==> config.mk <==
export PLATFORM = sky130hd
export DESIGN_NAME = twos_comp_serial_tx
export DESIGN_NICKNAME = d
export VERILOG_FILES = /design/src/rtl/twos_comp_serial_tx.sv
export SDC_FILE = /design/constraint.sdc
export NUM_CORES = 1
export LEC_CHECK = 0
export CAP_MARGIN = 10
export CORE_AREA = 2 2 46 48
export DETAILED_ROUTE_END_ITERATION = 6
export DIE_AREA = 0 0 48 50
export DONT_BUFFER_PORTS = 1
export HOLD_SLACK_MARGIN = 0.12
export PLACE_DENSITY = 0.73
export SLEW_MARGIN = 20
export SYNTH_ARGS = -nofsm -noshare
export SYNTH_HDL_FRONTEND = slang
export SYNTH_SLANG_ARGS = --single-unit
==> constraint.sdc <==
create_clock -name clk -period 3.4 [get_ports clk]
set_clock_uncertainty 0.05 [all_clocks]
set_input_delay 0.34 -clock clk [delete_from_list [all_inputs] [get_ports clk]]
set_output_delay 0.34 -clock clk [all_outputs]
set_load 0.1 [all_outputs]
==> src/rtl/twos_comp_serial_tx.sv <==
`default_nettype none
// ============================================================================
// Module   : twos_comp_serial_tx
// Purpose  : Accepts a WIDTH-bit word and serially transmits its two's
//            complement LSB first. It copies source bits up to and including
//            the first 1, then inverts every following source bit.
//            Optional feature macro TWOS_TX_PARITY_EN appends one even-parity
//            bit (XOR of the transmitted data bits) as the final frame bit.
// Ports    : clk        - sole clock, rising edge
//            reset      - synchronous, active-high reset
//            load_valid - parallel word offered
//            load_data  - word to transmit (WIDTH bits)
//            load_ready - word can be accepted this cycle
//            dout       - serial bit, LSB first (registered)
//            dout_valid - dout carries a frame bit (registered)
//            last       - final bit of the frame (registered)
//            ovf        - input was the most-negative value; valid with last
// Revision : 1.0 - initial release
// ============================================================================
module twos_comp_serial_tx #(
    parameter int WIDTH = 8
) (
    input  logic             clk,
    input  logic             reset,
    input  logic             load_valid,
    input  logic [WIDTH-1:0] load_data,
    output logic             load_ready,
    output logic             dout,
    output logic             dout_valid,
    output logic             last,
    output logic             ovf
);

    localparam int c_cnt_w = $clog2(WIDTH);

    localparam logic [1:0] c_idle   = 2'd0;
    localparam logic [1:0] c_copy   = 2'd1;
    localparam logic [1:0] c_invert = 2'd2;
`ifdef TWOS_TX_PARITY_EN
    localparam logic [1:0] c_par    = 2'd3;
`endif

    localparam logic [c_cnt_w-1:0] c_cnt_last = c_cnt_w'(WIDTH - 1);
`ifndef TWOS_TX_PARITY_EN
    localparam logic [c_cnt_w-1:0] c_cnt_pen  = c_cnt_w'(WIDTH - 2);
`endif
    localparam logic [WIDTH-1:0]   c_min_neg  = {1'b1, {(WIDTH-1){1'b0}}};

    logic [1:0]         r_state;
    logic [WIDTH-1:0]   r_shift;
    logic [c_cnt_w-1:0] r_cnt;
    logic               r_dout;
    logic               r_dout_valid;
    logic               r_last;
    logic               r_ovf;
    logic               r_min_neg;
`ifdef TWOS_TX_PARITY_EN
    logic               r_par;
`endif

    logic               w_inv;
    logic               w_next_bit;

    // r_shift[0] is the source bit currently on dout. Once it (or an earlier
    // bit) was a 1, every following bit is inverted.
    assign w_inv      = (r_state == c_invert) || r_shift[0];
    assign w_next_bit = w_inv ? ~r_shift[1] : r_shift[1];

    assign load_ready = (r_state == c_idle) && !reset;
    assign dout       = r_dout;
    assign dout_valid = r_dout_valid;
    assign last       = r_last;
    assign ovf        = r_ovf;

    always_ff @(posedge clk) begin
        if (reset) begin
            r_state      <= c_idle;
            r_shift      <= '0;
            r_cnt        <= '0;
            r_dout       <= 1'b0;
            r_dout_valid <= 1'b0;
            r_last       <= 1'b0;
            r_ovf        <= 1'b0;
            r_min_neg    <= 1'b0;
`ifdef TWOS_TX_PARITY_EN
            r_par        <= 1'b0;
`endif
        end else begin
            case (r_state)
                c_idle: begin
                    r_dout       <= 1'b0;
                    r_dout_valid <= 1'b0;
                    r_last       <= 1'b0;
                    r_ovf        <= 1'b0;
                    if (load_valid) begin
                        // Bit 0 of the result always equals source bit 0, so
                        // it is launched straight from the input word.
                        r_state      <= c_copy;
                        r_shift      <= load_data;
                        r_cnt        <= '0;
                        r_dout       <= load_data[0];
                        r_dout_valid <= 1'b1;
                        r_min_neg    <= (load_data == c_min_neg);
`ifdef TWOS_TX_PARITY_EN
                        r_par        <= load_data[0];
`endif
                    end
                end

                c_copy, c_invert: begin
                    if (r_cnt == c_cnt_last) begin
`ifdef TWOS_TX_PARITY_EN
                        r_state      <= c_par;
                        r_dout       <= r_par;
                        r_dout_valid <= 1'b1;
                        r_last       <= 1'b1;
                        r_ovf        <= r_min_neg;
`else
                        r_state      <= c_idle;
                        r_dout       <= 1'b0;
                        r_dout_valid <= 1'b0;
                        r_last       <= 1'b0;
                        r_ovf        <= 1'b0;
`endif
                    end else begin
                        r_state      <= w_inv ? c_invert : c_copy;
                        r_shift      <= {1'b0, r_shift[WIDTH-1:1]};
                        r_cnt        <= r_cnt + 1'b1;
                        r_dout       <= w_next_bit;
                        r_dout_valid <= 1'b1;
`ifdef TWOS_TX_PARITY_EN
                        r_par        <= r_par ^ w_next_bit;
                        r_last       <= 1'b0;
                        r_ovf        <= 1'b0;
`else
                        r_last       <= (r_cnt == c_cnt_pen);
                        r_ovf        <= (r_cnt == c_cnt_pen) && r_min_neg;
`endif
                    end
                end

`ifdef TWOS_TX_PARITY_EN
                c_par: begin
                    r_state      <= c_idle;
                    r_dout       <= 1'b0;
                    r_dout_valid <= 1'b0;
                    r_last       <= 1'b0;
                    r_ovf        <= 1'b0;
                end
`endif

                default: begin
                    r_state      <= c_idle;
                    r_dout       <= 1'b0;
                    r_dout_valid <= 1'b0;
                    r_last       <= 1'b0;
                    r_ovf        <= 1'b0;
                end
            endcase
        end
    end

endmodule
`default_nettype wire
# After elaboration in Yosys (flattened, before gate mapping)
# Index checks and enable logic that the tools add are counted.
[op_classes] n_eq_ne=7 n_mux=17 n_reduce_logical=10 bitwise_logic=2 add_sub_neg=1
[op_table] op="8-bit 2-to-1 mux" count=2
[op_table] op="8-bit case mux with 2 select lines" count=1
[op_table] op="8-bit equality test (second input constant)" count=1
[op_table] op="3-bit equality test (second input constant)" count=2
[op_table] op="2-bit 2-to-1 mux" count=3
[op_table] op="3-bit 2-to-1 mux" count=2
[op_table] op="3-bit case mux with 2 select lines" count=1
[op_table] op="1-bit 2-to-1 mux" count=5
[op_table] op="2-bit != test (second input constant)" count=2
[op_table] op="1-bit case mux with 2 select lines" count=2
[op_table] op="2-bit case mux with 2 select lines" count=1
[op_table] op="3-bit by 1-bit adder with 3-bit output (second input constant)" count=1
[op_table] op="3-bit AND reduction" count=1
[op_table] op="3-bit OR reduction" count=1
[op_table] op="2-bit by 1-bit equality test with 1-bit output (second input constant)" count=1
[op_table] op="2-bit equality test (second input constant)" count=1
[op_table] op="1-bit logical AND" count=2
[op_table] op="2-bit zero test" count=1
[op_table] op="1-bit inverter" count=2
[op_table] op="2-bit AND reduction" count=1
[op_table] op="2-bit nonzero test" count=1
[op_table] op="2-bit OR reduction" count=1
[op_table] op="1-bit zero test" count=1
[op_table] op="1-bit logical OR" count=1
[totals] word_cells=45 inputBits=11 ff_bits=18 output_inout_bits=5

# Longest topological paths before layout
# Gate-level depths: netlist of run 1.
[logic_depth] depth_word=5 mapped_depth=6 mapped_depth_nobuf=5

# Worst setup path before layout of run 1
# Ideal clock, no wire load.
[synth_path] kind="register -> output" from="register r_state[0]" to="output load_ready" arrival_ps=2012 n_path_buf=1 t_required_ps=3010 setup_slack_ps=998 stages_incl_launch_ff=5 path_cell_list="dfxtp_1 -> inv_1 -> ha_1 -> buf_6 -> nor2b_1"
[synth_between] elab_chain_len=2
[synth_lines] element="from (decl)" line="49" text="logic [1:0] r_state;"
[synth_lines] element="from (signal assigned)" line="77" text="r_state <= c_idle;"
[synth_lines] element="from (signal assigned)" line="98" text="r_state <= c_copy;"
[synth_lines] element="from (signal assigned)" line="119" text="r_state <= c_idle;"
[synth_lines] element="2-bit zero test" line="69" text="assign load_ready = (r_state == c_idle) && !reset;"
[synth_lines] element="1-bit logical AND" line="69"
[synth_lines] element="to (decl)" line="27" text="output logic load_ready,"
# Every way passes these cells.

# Worst setup path in the final report of run 1
# Same ends and word-level chain as after synthesis.

==> results of run 1 <==
## worst register-to-register path: cells and delay by family, from the launching register on
family / cells / cell delay [ns]
DFF: 1 / 0.37
and+or+nand+nor: 1 / 0.34
adders and majority gates: 1 / 0.68
AOI/OAI and AO/OA: 2 / 0.31
buffers and inverters: 1 / 0.07
## final cells by class
class,count,area (um2),share of cell area (%)
clock buffers,4,36.3,3.66
inverters,4,15.0,1.52
multi-input cells,71,528,53.3
flip-flops and latches,18,360,36.4
well taps,27,33.8,3.41
repair buffers,2,17.5,1.77
## state kept, by name, indices dropped and copies added (netlist names)
signal,flops
r_cnt,3
r_min_neg,1
r_state,2
dout_valid,1
ovf,1
dout,1
r_shift,8
last,1
## power breakdown
part           leakage [nW]  switching, W  internal, W
sequential            0.148     0.0000326     0.000231
combinational         0.194     0.0000676    0.0000481
clock                0.0210     0.0000647    0.0000652
## layout by cell type, fill, tap and decap left out
| cell type | count |
|---|---|
| sky130_fd_sc_hd__or2_2 | 1 |
| sky130_fd_sc_hd__nor4b_1 | 1 |
| sky130_fd_sc_hd__ha_1 | 6 |
| sky130_fd_sc_hd__mux2i_2 | 1 |
| sky130_fd_sc_hd__o211ai_1 | 2 |
| sky130_fd_sc_hd__a21oi_1 | 13 |
| sky130_fd_sc_hd__nand2b_1 | 4 |
| sky130_fd_sc_hd__mux2_4 | 1 |
| sky130_fd_sc_hd__nand3b_1 | 3 |
| sky130_fd_sc_hd__nor3b_1 | 1 |
| sky130_fd_sc_hd__nand4_1 | 2 |
| sky130_fd_sc_hd__nand2_1 | 4 |
| sky130_fd_sc_hd__nor2_1 | 3 |
| sky130_fd_sc_hd__inv_1 | 4 |
| sky130_fd_sc_hd__nor2_4 | 1 |
| sky130_fd_sc_hd__nor4_1 | 1 |
| sky130_fd_sc_hd__xor2_1 | 1 |
| sky130_fd_sc_hd__nand4b_1 | 1 |
| sky130_fd_sc_hd__clkbuf_8 | 1 |
| sky130_fd_sc_hd__nor2b_2 | 1 |
| sky130_fd_sc_hd__o41ai_1 | 1 |
| sky130_fd_sc_hd__nor3_1 | 1 |
| sky130_fd_sc_hd__and2_1 | 3 |
| sky130_fd_sc_hd__dlygate4sd3_1 | 1 |
| sky130_fd_sc_hd__o21ai_0 | 2 |
| sky130_fd_sc_hd__a21boi_0 | 1 |
| sky130_fd_sc_hd__o32ai_1 | 1 |
| sky130_fd_sc_hd__clkbuf_4 | 3 |
| sky130_fd_sc_hd__buf_4 | 1 |
| sky130_fd_sc_hd__a211oi_1 | 7 |
| sky130_fd_sc_hd__dfxtp_1 | 18 |
| sky130_fd_sc_hd__mux2i_1 | 8 |
## logic make-up (layout without fill, tap and decap cells)
logic type	Yosys count	in the layout	synth area share (%)
fa+ha+maj	6	6	8.02
flops	18	18	38.5
buf+inv	9	10	5.35
xor+xnor	1	1	0.936
compound gates	27	27	17.9
mux	10	10	11.6
simple gates	27	27	17.6
## path summary, 6_finish.rpt
kind                        endpoint  slack [ns]  cells past startpoint
max                       load_ready        1.45                      4
min                  dout$_SDFF_PP0_        0.16                      2
max reg2reg  r_shift[4]$_SDFFE_PP0P_        1.46                      5
min reg2reg   r_min_neg$_SDFFE_PP0N_        0.41                      2
## metal layers
metal | GRT usage (%) | routed length [um] | vias up
met5 | 0 | 0 | -
met4 | 2.70 | 13 | 0
met3 | 6.96 | 96 | 2
met2 | 30.9 | 927 | 18
met1 | 24.9 | 878 | 330
li1 | - | - | 361
## stage by stage
step                utilization (%)  hold WS, ns  cells  total power [W]
detailed placement             49.7        0.364    121         0.000381
CTS                            52.1        0.161    126         0.000513
finish                         52.1        0.162    126         0.000509
global placement               49.7        0.363    121         0.000375
global route                   52.1        0.175    126         0.000533
floorplan                         -        0.380     98         0.000369
==> impl_metrics.tcl, run 1 <==
set metrics [dict create \
    result_of_the_run "completed" \
    yosys.cell_types.count 32 \
    cap_violations 0 \
    largest_net_degree_at_the_start_of_global_routing 18 \
    setup.worst_path.start_class "flip-flop" \
    global_route_wire_length_before_repair_um 3310 \
    post_drt_via_cell_ratio 5.64 \
    netlist.top_cell.by_area "sky130_fd_sc_hd__dfxtp_1" \
    synth.ff_latch_count 18 \
    worstPathCellList "inv_1, ha_1, nor2b_2, buf_4" \
    first_global_vias 761 \
    post_synth_inst_count 98 \
    clk_pin_slew_worst_paths_ns 0.09 \
    synth.area.top_cells "sky130_fd_sc_hd__dfxtp_1, sky130_fd_sc_hd__mux2i_1, sky130_fd_sc_hd__ha_1" \
    yosys_warnings 0 \
    worst_setup_path_startpoint "r_state[0]$_SDFFE_PP0P_" \
    dr.pass1.iters 4 \
    worstSkewPairLatency_ns 0.29 \
    yosys_most_used_dff "sky130_fd_sc_hd__dfxtp_1" \
    async_reset_ff_share_pct 0 \
    grt_use_total_pct 19.3 \
    clock_sinks 18 \
    rows 16 \
    worst_path_largest_cell_delay_ns 0.36 \
    path_buf_inv 2 \
    synth_top_area_share_pct 38.5 \
    synth.avg_cell_area_um2 9.55 \
    ioPinCount 16 \
    final_nets 117 \
    synth_commonest_cells "sky130_fd_sc_hd__dfxtp_1, sky130_fd_sc_hd__a21oi_1, sky130_fd_sc_hd__mux2i_1" \
    post_route_cells_drive_above_1_share_pct 10.1 \
    worst_ep_arrival_time_ns 1.56 \
    cts-resized-gates 0 \
    flow.area_growth_from_synthesis_pct 5.88 \
    wl_per_cell_um 15.2 \
    root_buffer "sky130_fd_sc_hd__clkbuf_4" \
    power_density_nw_per_um2 513 \
    timing.final.ws_setup_ns 1.45 \
    fin_setup_tns_ns 0 \
    ir_worst_vdd_v 0.000342 \
    max-clock-path-buffers 2 \
    drt-total-wl_um 1920 \
    detailedRoute.firstIterationViolations 9 \
    grt_overflow_total 0 \
    min-delay-start "load_valid" \
    power.leakage_nw 0.362 \
    cts_setup_buffers 0 \
    worstSetupPathType "reg2out" \
    hp-class "in2reg" \
    tritoncts "done" \
    finalCriticalPeriod_ns 1.95 \
    critical_path.endpoint_type "output port" \
    pre_cts_ws_ns 1.46 \
    post-dp-hpwl_um 1400 \
    actual_slew_at_the_worst_max_slew_pin_ns 0.940 \
    tritoncts.num_buffers 3 \
    place_area_um2 945 \
    grt_antenna_before_repair 0 \
    grt_setup_unrepaired "false" \
    starting_density_of_the_core_pct 49.2 \
    synthesis.area_um2 936 \
    detail_route.drc_violations 0 \
    gpl.final_weighted_congestion 0.820 \
    antenna_violating_nets_post_route 0 \
    yosysMostFrequentCell "sky130_fd_sc_hd__dfxtp_1" \
    die-width_um 48 \
    io_buffers 0 \
    relSlewSlack_pct 37.2 \
    final_cell_area_um2 991 \
    synth_sequential_area_ratio_pct 38.5 \
    core_outline_area_um2 1900 \
    hold_viol 0 \
    cts.hold.buffers_added 1 \
    drv_slew 0 \
    fmax_ghz 0.514 \
    finalSetupViolCount 0 \
    routed-via-count 711 \
    dieHeight_um 50 \
    count_of_flip_flops_with_a_built_in_enable_after_synthesis 0 \
    crit_path_max_fanout 9 \
    antenna_cells 0 \
    cts-htree-levels 1 \
    worst_path_dominant_cell_family "buffers and inverters" \
    syn-num-nets 115 \
    layout_worst_path_cycle_share_pct 57.2 \
    fillers 183 \
    critical_path.slowest_cell "sky130_fd_sc_hd__ha_1" \
    cp.required_ns 3.01 \
    worst_r2r_startpoint "r_state[0]$_SDFFE_PP0P_" \
    dieArea_um2 2400 \
]
(Power assumes the default switching activity.)
==> run 2, diff against run 1 <==
==> constraint.sdc (replaced) <==
create_clock -name clk -period 2 [get_ports clk]
set_clock_uncertainty 0.05 [all_clocks]
set_input_delay 0.2 -clock clk [delete_from_list [all_inputs] [get_ports clk]]
set_output_delay 0.2 -clock clk [all_outputs]
set_load 0.1 [all_outputs]
==> run 2 against run 1 <==
Sequential power grew 57%. Cell area grew 14%. Worst hold slack gained 0.028 ns. First-iteration DRC count shrank 11%. Register-to-register slack lost 1.1 ns. Critical path depth is the same. Final cell count grew 12%. Sequential cell count is the same. Critical path type unchanged.
==> impl_metrics.tcl, run 2 (synthesis gave the netlist of run 1 again) <==
set metrics [dict create \
    drv_slew 0 \
    critical_path.endpoint_type "output port" \
    grt_use_total_pct 19.2 \
    core_outline_area_um2 1900 \
    rows 16 \
    power_density_nw_per_um2 794 \
    first_global_vias 768 \
    power.leakage_nw 0.433 \
    flow.area_growth_from_synthesis_pct 20.6 \
    starting_density_of_the_core_pct 49.2 \
    root_buffer "sky130_fd_sc_hd__clkbuf_4" \
    post-dp-hpwl_um 1350 \
    cts_setup_buffers 0 \
    number_of_flip_flops_in_the_largest_register 8 \
    worst_ep_arrival_time_ns 1.56 \
    finalCriticalPeriod_ns 1.81 \
    cts-resized-gates 0 \
    routed-via-count 783 \
    hp-class "in2reg" \
    grt_setup_unrepaired "false" \
    dieArea_um2 2400 \
    cts-htree-levels 1 \
    result_of_the_run "completed" \
    cap_violations 0 \
    fmax_ghz 0.552 \
    worstSkewPairLatency_ns 0.29 \
    met1Wirelength_um 893 \
    clk_pin_slew_worst_paths_ns 0.11 \
    place_area_um2 982 \
    post_route_cells_drive_above_1_share_pct 13.2 \
    finalSetupViolCount 0 \
    gpl.final_weighted_congestion 0.826 \
    final_common_cell "sky130_fd_sc_hd__dfxtp_1" \
    reg.largest.list "r_shift (8), r_cnt (3), r_state (2)" \
    clock_sinks 18 \
    ioPinCount 16 \
    crit_path_max_fanout 9 \
    timing.final.ws_setup_ns 0.188 \
    wl_met3_um 109 \
    worstSetupPathType "reg2out" \
    dieHeight_um 50 \
    layout_worst_path_cycle_share_pct 90.6 \
    final_cell_area_um2 1130 \
    tritoncts.num_buffers 3 \
    post_drt_via_cell_ratio 5.55 \
    cp.required_ns 1.75 \
    layout.cells.most_common_list "sky130_fd_sc_hd__dfxtp_1, sky130_fd_sc_hd__a21oi_1, sky130_fd_sc_hd__dlygate4sd3_1" \
    ir_worst_vdd_v 0.000468 \
    wl_per_cell_um 14.5 \
    io_buffers 0 \
    grt_antenna_before_repair 0 \
    grt_overflow_total 0 \
    global_route_wire_length_before_repair_um 3310 \
    fin_setup_tns_ns 0 \
    antenna_cells 0 \
    max-clock-path-buffers 2 \
    tritoncts "done" \
    largest_net_degree_at_the_start_of_global_routing 19 \
    actual_slew_at_the_worst_max_slew_pin_ns 0.655 \
    top_register "r_shift" \
    detail_route.drc_violations 0 \
    final_nets 132 \
    relSlewSlack_pct 56.2 \
    routed-wl-met2_um 1030 \
    hold_viol 0 \
    drt-total-wl_um 2050 \
    routed.top_layer "met4" \
    detailedRoute.firstIterationViolations 8 \
    pre_cts_ws_ns 0.399 \
    dr.pass1.iters 4 \
    setup.worst_path.start_class "flip-flop" \
    antenna_violating_nets_post_route 0 \
    die-width_um 48 \
]
[run 2: changes by cell type in the layout (fill, tap and decap cells not counted), sizes merged]
cell,delta
buf,+5
dlygate4sd3,+10
[run 2: final timing paths]
path | slack (ns) | cells past startpoint | endpoint | start
setup reg to reg | 0.32 | 5 | r_shift[5]$_SDFFE_PP0P_ | r_state[1]$_SDFFE_PP0P_
setup / recovery | 0.19 | 4 | load_ready | r_state[1]$_SDFFE_PP0P_
hold / removal | 0.19 | 2 | r_cnt[0]$_SDFFE_PP0P_ | load_valid
hold reg to reg | 0.42 | 2 | r_min_neg$_SDFFE_PP0N_ | r_min_neg$_SDFFE_PP0N_
[run 2: timing repair]
action,4_1_cts,5_1_grt
endpoints found under the hold margin,17,0
hold buffers,11,0
setup endpoints to repair,0,0
[run 2: power breakdown]
part	total [W]	internal, W	switching (W)
Combinational	0.000261	0.000103	0.000158
Sequential	0.000412	0.000392	0.0000197
Clock	0.000223	0.000111	0.000112
[run 2: layout make-up]
class | count | area (um2)
inverters | 4 | 15.0
clock buffers | 4 | 36.3
flip-flops and latches | 18 | 360
well taps | 27 | 33.8
fillers | 173 | 773
repair buffers | 17 | 155
multi-input cells | 71 | 528
[run 2: through the flow]
stage               power (W)  hold slack [ns]  util [%]  cells
detailed placement   0.000654            0.226      51.6    126
finish               0.000896            0.190      59.3    141
floorplan            0.000628            0.309         -     98
global route         0.000947            0.168      59.3    141
CTS                  0.000900            0.178      59.3    141
global placement     0.000648            0.222      51.6    126
[run 2: worst max-delay path, stage by stage, from the launching register on]
cell                      delay (ns)
sky130_fd_sc_hd__dfxtp_1        0.35
sky130_fd_sc_hd__inv_1          0.08
sky130_fd_sc_hd__ha_1           0.35
sky130_fd_sc_hd__nor2b_2        0.20
sky130_fd_sc_hd__buf_4          0.29
[run 2: routing by layer]
metal,track usage [%],vias up
met5,0,-
met4,5.41,0
met3,4.03,2
met2,31.6,23
met1,24.3,368
li1,-,390
